$ cat src/rtl/id_exe_stage_reg.sv
// ID/EX pipeline register: latches decoded controls, forwards from MEM/WB, builds ALU operands.
// Optional macro IDEX_FORWARD_EN enables forwarding and stall-time operand refresh.
module id_exe_stage_reg #(
  parameter int DW = 32
) (
  input  logic          clk,
  input  logic          rst,
  input  logic          stall,
  input  logic          flush,
  input  logic          id_valid,
  input  logic [DW-1:0] id_inst,
  input  logic [DW-1:0] id_pc,
  input  logic [DW-1:0] id_rs_data,
  input  logic [DW-1:0] id_rt_data,
  input  logic [3:0]    id_oper,
  input  logic [1:0]    id_a_sel,
  input  logic [1:0]    id_b_sel,
  input  logic          id_wb_en,
  input  logic [4:0]    id_wb_addr,
  input  logic          id_mem_ren,
  input  logic          id_mem_wen,
  input  logic          mem_fwd_en,
  input  logic [4:0]    mem_fwd_addr,
  input  logic [DW-1:0] mem_fwd_data,
  input  logic          wb_en,
  input  logic [4:0]    wb_addr,
  input  logic [DW-1:0] wb_data,
  output logic          exe_valid,
  output logic [DW-1:0] exe_inst,
  output logic [DW-1:0] exe_pc,
  output logic [DW-1:0] exe_a,
  output logic [DW-1:0] exe_b,
  output logic [3:0]    exe_oper,
  output logic [DW-1:0] exe_store_data,
  output logic          exe_wb_en,
  output logic          exe_mem_ren,
  output logic          exe_mem_wen,
  output logic [4:0]    exe_wb_addr,
  output logic          load_use_hazard
);

  logic [4:0]    id_rs, id_rt;
  logic [DW-1:0] rs_fwd, rt_fwd;
  logic [DW-1:0] a_nxt, b_nxt;
  logic [1:0]    a_sel_p0, b_sel_p0;

  assign id_rs = id_inst[25:21];
  assign id_rt = id_inst[20:16];

  // MEM result beats WB result; $0 is never forwarded.
  function automatic logic [DW-1:0] fwd_pick(
    input logic          m_en,
    input logic [4:0]    m_addr,
    input logic [DW-1:0] m_data,
    input logic          w_en,
    input logic [4:0]    w_addr,
    input logic [DW-1:0] w_data,
    input logic [4:0]    r,
    input logic [DW-1:0] rf);
    if (m_en && m_addr == r && r != 5'd0)      return m_data;
    else if (w_en && w_addr == r && r != 5'd0) return w_data;
    else                                       return rf;
  endfunction

  function automatic logic [DW-1:0] op_a(input logic [1:0] sel,
                                         input logic [DW-1:0] rs_v,
                                         input logic [4:0] shamt);
    case (sel)
      2'd0:    return rs_v;
      2'd1:    return {{(DW-5){1'b0}}, shamt};
      2'd2:    return {{(DW-5){1'b0}}, rs_v[4:0]};
      default: return '0;
    endcase
  endfunction

  function automatic logic [DW-1:0] op_b(input logic [1:0] sel,
                                         input logic [DW-1:0] rt_v,
                                         input logic [15:0] imm,
                                         input logic [DW-1:0] pc);
    logic signed [15:0] imm_s;
    logic signed [DW-1:0] imm_sx;
    imm_s  = $signed(imm);
    imm_sx = DW'(imm_s);
    case (sel)
      2'd0:    return rt_v;
      2'd1:    return imm_sx;
      2'd2:    return {{(DW-16){1'b0}}, imm};
      default: return pc + DW'(8);
    endcase
  endfunction

`ifdef IDEX_FORWARD_EN
  assign rs_fwd = fwd_pick(mem_fwd_en, mem_fwd_addr, mem_fwd_data,
                           wb_en, wb_addr, wb_data, id_rs, id_rs_data);
  assign rt_fwd = fwd_pick(mem_fwd_en, mem_fwd_addr, mem_fwd_data,
                           wb_en, wb_addr, wb_data, id_rt, id_rt_data);
  assign load_use_hazard = exe_valid & exe_mem_ren & (exe_wb_addr != 5'd0) & id_valid &
                           ((exe_wb_addr == id_rs) | (exe_wb_addr == id_rt));
`else
  logic unused_nofwd;
  logic ex_hit, mem_hit;
  assign rs_fwd = id_rs_data;
  assign rt_fwd = id_rt_data;
  assign unused_nofwd = ^{mem_fwd_data, wb_en, wb_addr, wb_data, a_sel_p0, b_sel_p0,
                          fwd_pick(1'b0, 5'd0, '0, 1'b0, 5'd0, '0, 5'd0, '0)};
  assign ex_hit  = exe_wb_en & (exe_wb_addr != 5'd0) &
                   ((exe_wb_addr == id_rs) | (exe_wb_addr == id_rt));
  assign mem_hit = mem_fwd_en & (mem_fwd_addr != 5'd0) &
                   ((mem_fwd_addr == id_rs) | (mem_fwd_addr == id_rt));
  assign load_use_hazard = id_valid & ((exe_valid & exe_mem_ren & ex_hit) | ex_hit | mem_hit);
`endif

  assign a_nxt = op_a(id_a_sel, rs_fwd, id_inst[10:6]);
  assign b_nxt = op_b(id_b_sel, rt_fwd, id_inst[15:0], id_pc);

  // ID -> EX register boundary
  always_ff @(posedge clk) begin
    if (rst || flush || (!stall && !id_valid)) begin
      exe_valid      <= 1'b0;
      exe_inst       <= '0;
      exe_pc         <= '0;
      exe_a          <= '0;
      exe_b          <= '0;
      exe_oper       <= '0;
      exe_store_data <= '0;
      exe_wb_en      <= 1'b0;
      exe_mem_ren    <= 1'b0;
      exe_mem_wen    <= 1'b0;
      exe_wb_addr    <= '0;
      a_sel_p0       <= '0;
      b_sel_p0       <= '0;
    end else if (stall) begin
`ifdef IDEX_FORWARD_EN
      // Held operands pick up a write-back that lands while EX is frozen.
      if (exe_valid && wb_en && wb_addr != 5'd0) begin
        if (wb_addr == exe_inst[25:21] && (a_sel_p0 == 2'd0 || a_sel_p0 == 2'd2))
          exe_a <= op_a(a_sel_p0, wb_data, exe_inst[10:6]);
        if (wb_addr == exe_inst[20:16]) begin
          exe_store_data <= wb_data;
          if (b_sel_p0 == 2'd0) exe_b <= wb_data;
        end
      end
`endif
    end else begin
      exe_valid      <= 1'b1;
      exe_inst       <= id_inst;
      exe_pc         <= id_pc;
      exe_a          <= a_nxt;
      exe_b          <= b_nxt;
      exe_oper       <= id_oper;
      exe_store_data <= rt_fwd;
      exe_wb_en      <= id_wb_en;
      exe_mem_ren    <= id_mem_ren;
      exe_mem_wen    <= id_mem_wen;
      exe_wb_addr    <= id_wb_addr;
      a_sel_p0       <= id_a_sel;
      b_sel_p0       <= id_b_sel;
    end
  end

endmodule

$ cat config.mk
export PLATFORM = sky130hd
export DESIGN_NAME = id_exe_stage_reg
export DESIGN_NICKNAME = d
export VERILOG_FILES = /design/src/rtl/id_exe_stage_reg.sv
export SDC_FILE = /design/constraint.sdc
export NUM_CORES = 1
export LEC_CHECK = 0
export BUFFER_PORTS_ARGS = -buffer_cell sky130_fd_sc_hd__buf_2
export CORE_AREA = 2 2 156 158
export DETAILED_ROUTE_END_ITERATION = 16
export DIE_AREA = 0 0 158 160
export GPL_ROUTABILITY_DRIVEN = 0
export PLACE_DENSITY = 0.64
export SLEW_MARGIN = 20
export SYNTH_ARGS = -nofsm -noshare
export SYNTH_HDL_FRONTEND = slang
export SYNTH_SLANG_ARGS = --single-unit
export TNS_END_PERCENT = 5
$ cat constraint.sdc
create_clock -name clk -period 1.8 [get_ports clk]
set_input_delay 0.09 -clock clk [delete_from_list [all_inputs] [get_ports clk]]
set_output_delay 0.09 -clock clk [all_outputs]
set_load 0.03 [all_outputs]
==> qor.yml <==
outcome:
  status: "finished with violations"
  violations: "setup timing"
synth:
  ys_seq_area_frac: 0.473
  synthAdderAreaFrac: 0.00171
  synth_edf_count: 0
  synth_async_sr_flop_share: 0
  yosys.cell_types.count: 46
  yosys.area_share.xor_xnor: 0.0490
  synth-simple-area-share: 0.157
  synth_most_common_cell: "dfxtp_1"
  ys_ff_latch: 173
  synth_top_family_by_area: "simple AND/OR/NAND/NOR gates"
  synth_area_leaders: "dfxtp_1, mux2i_1, nor2_1, a21oi_1, a22oi_1"
  synth_mux_area_frac: 0.153
  synth_nets: 1029
  synth_compound_area_frac: 0.132
  synthFlopType: "dfxtp_1"
  synthCells: 803
  synthesis.area_um2: 7330
  synth_common_cells: "dfxtp_1, nor2_1, mux2i_1"
  yosysTopAreaCellShare: 0.473
  avgSynthCellArea_um2: 9.13
  yosysTopAreaCell: "dfxtp_1"
  ys_warn_count: 0
worst_setup_path:
  r2r_setup_slack_ps: 950
  worst_setup_path_start_kind: "flip-flop"
  worstSetupPathType: "reg -> out"
  crit_required_ps: 1710
  end_kind: "primary output"
  crit_fanout: 3
  cp_data_arrival_time_ps: 1800
  r2r_end: "exe_wb_addr[0]"
  r2r-start: "exe_wb_addr[0]"
  r2r_cells: 3
final_layout:
  nFillCells: 2231
  drive_above_1_share: 0.324
  stdcell_count: 1589
  fin_area_um2: 11400
  post-route-util: 0.477
  area_growth_pct: 54.9
  nets: 1479
routing:
  drc_errors: 0
  drt-wirelength-per-cell_um: 17.4
  ant_nets: 0
  viasPerCell: 4.87
  first_pass_iters: 5
  drt_iter0_drc: 679
  vias: 7746
  drt-total-wl_um: 27700
job:
  maxCapViolCount: 0
floorplan:
  start_util: 0.308
  ios: 399
  die_h_um: 160
  row_count: 57
  dieWidth_um: 158
  fp.dieArea_um2: 25300
  core_um2: 23800
placed_design:
  place_hpwl_um: 18700
  place_ws_ps: 113
  port-buffer-count: 328
  postPlaceCellArea_um2: 9410
  dp.cells: 1425
worst_hold_path:
  hold_depth: 3
  hp-start: "id_pc[23]"
  hold_class: "in -> reg"
  hold_path_end: "exe_pc[23]"
timing:
  layout_worst_path_cycle_share: 1.05
  hold_viol_final: 0
  finClkSkew_ps: 0
  finalSetupTns_ps: -90.8
  min_period_ps: 1890
  fin_ws_ps: -90.8
  slew_headroom: 0.617
  slew_violations: 0
  tightest_slew_ps: 575
  finalSetupViolCount: 1
  fmax_ghz: 0.529
  rsz0062_at_grt: "true"
  fin_hold_ws_ps: 18.0
grt:
  grt_pass1_wl_um: 41600
  grt_max_degree: 97
  grt.overflow.total: 0
  grt.total_usage: 0.212
  grt_pass1_vias: 7419
  antenna_found_initial: 0
cts:
  clk_pin_slew_ps: 70
  cts_made_buffers: 17
  cts_tree: "built"
  clock_tree.buffer_depth: 2
  cts-root-buf: "clkbuf_16"
  worst_skew_pair.late_latency_ps: 420
  htreeDepth: 4
  cts.sinks: 173
power_and_ir_drop:
  fin_total_pwr_mw: 9.12
  p_leak_nw: 5.30
  peakVddDrop_uv: 504
  power.density_nw_per_um2: 804
[where the power goes]
group / switching [mW] / total, mW / internal (mW)
Sequential: 0.0557 / 3.98 / 3.93
Clock: 1.66 / 3.57 / 1.91
Combinational: 0.888 / 1.57 / 0.683
Total: 2.61 / 9.12 / 6.52
[routing by layer]
metal,up-vias,share of wire,track usage,wire [um]
li1,3724,-,-,-
met1,3626,0.43,0.265,11900
met2,346,0.47,0.356,13100
met3,50,0.074,0.0502,2060
met4,0,0.026,0.0708,717
met5,-,0,0,0
[state kept, by name (all words and copies together), names as in the netlist]
signal,cells
exe_a,32
exe_b,32
exe_inst,32
exe_mem_ren,1
exe_mem_wen,1
exe_oper,4
exe_pc,32
exe_store_data,32
exe_valid,1
exe_wb_addr,5
exe_wb_en,1
[cell type report]
cell class	instances	area (um^2)	area share
diodes	1	2.50	0.000220
clock buffers	18	429	0.0378
clock inverters	12	115	0.0101
inverters	9	33.8	0.00298
multi-input cells	565	3670	0.323
flip-flops and latches	173	3480	0.306
well taps	324	405	0.0357
repair buffers	487	3220	0.284
[how the worst max path moves through the flow]
stage                              start              end  slack (ps)
after floorplan           exe_wb_addr[1]  load_use_hazard         180
after global placement          id_pc[5]        exe_b[22]         120
after detailed placement        id_pc[4]         exe_b[9]         110
after CTS                 exe_wb_addr[1]  load_use_hazard         -60
after global routing         id_inst[18]  load_use_hazard        -130
final                     exe_wb_addr[1]  load_use_hazard         -90
[placed cells by master, fill, tap and decap left out, drive strengths merged, types with 4 or more instances in the layout]
master,count
clkbuf,19
buf,356
nand3,10
o21ai,42
mux2i,112
nand2,15
nand4,9
o22ai,18
a21oi,46
nor2,168
dfxtp,173
nor3,19
inv,14
a22oi,27
xnor2,20
nor4,6
nand2b,7
a31oi,7
xor2,21
and4,4
dlygate4sd3,130
nand3b,5
[cells by family (layout without fill, tap and decap cells)]
| family | after synthesis | in the layout |
|---|---|---|
| fa+ha+maj | 1 | 1 |
| simple gates | 252 | 252 |
| compound gates | 159 | 159 |
| buf+inv | 65 | 526 |
| other cells | 0 | 1 |
| xor+xnor | 41 | 41 |
| flops | 173 | 173 |
| mux | 112 | 112 |
[worst max-delay path, stage by stage, from the launching register on]
cell      delay, ps
dfxtp_4         370
or4_1           490
o211ai_1        200
o22ai_1         120
buf_4           190
[repair_timing]
action | in CTS | in global routing
pin swaps | 1 | 7
endpoints found under the setup margin | 1 | 5
hold buffers | 130 | 0
resized for setup | 6 | 11
endpoints found under the hold margin | 141 | 0
setup buffers | 2 | 1
No activity file was read; power rests on OpenSTA's default activity.
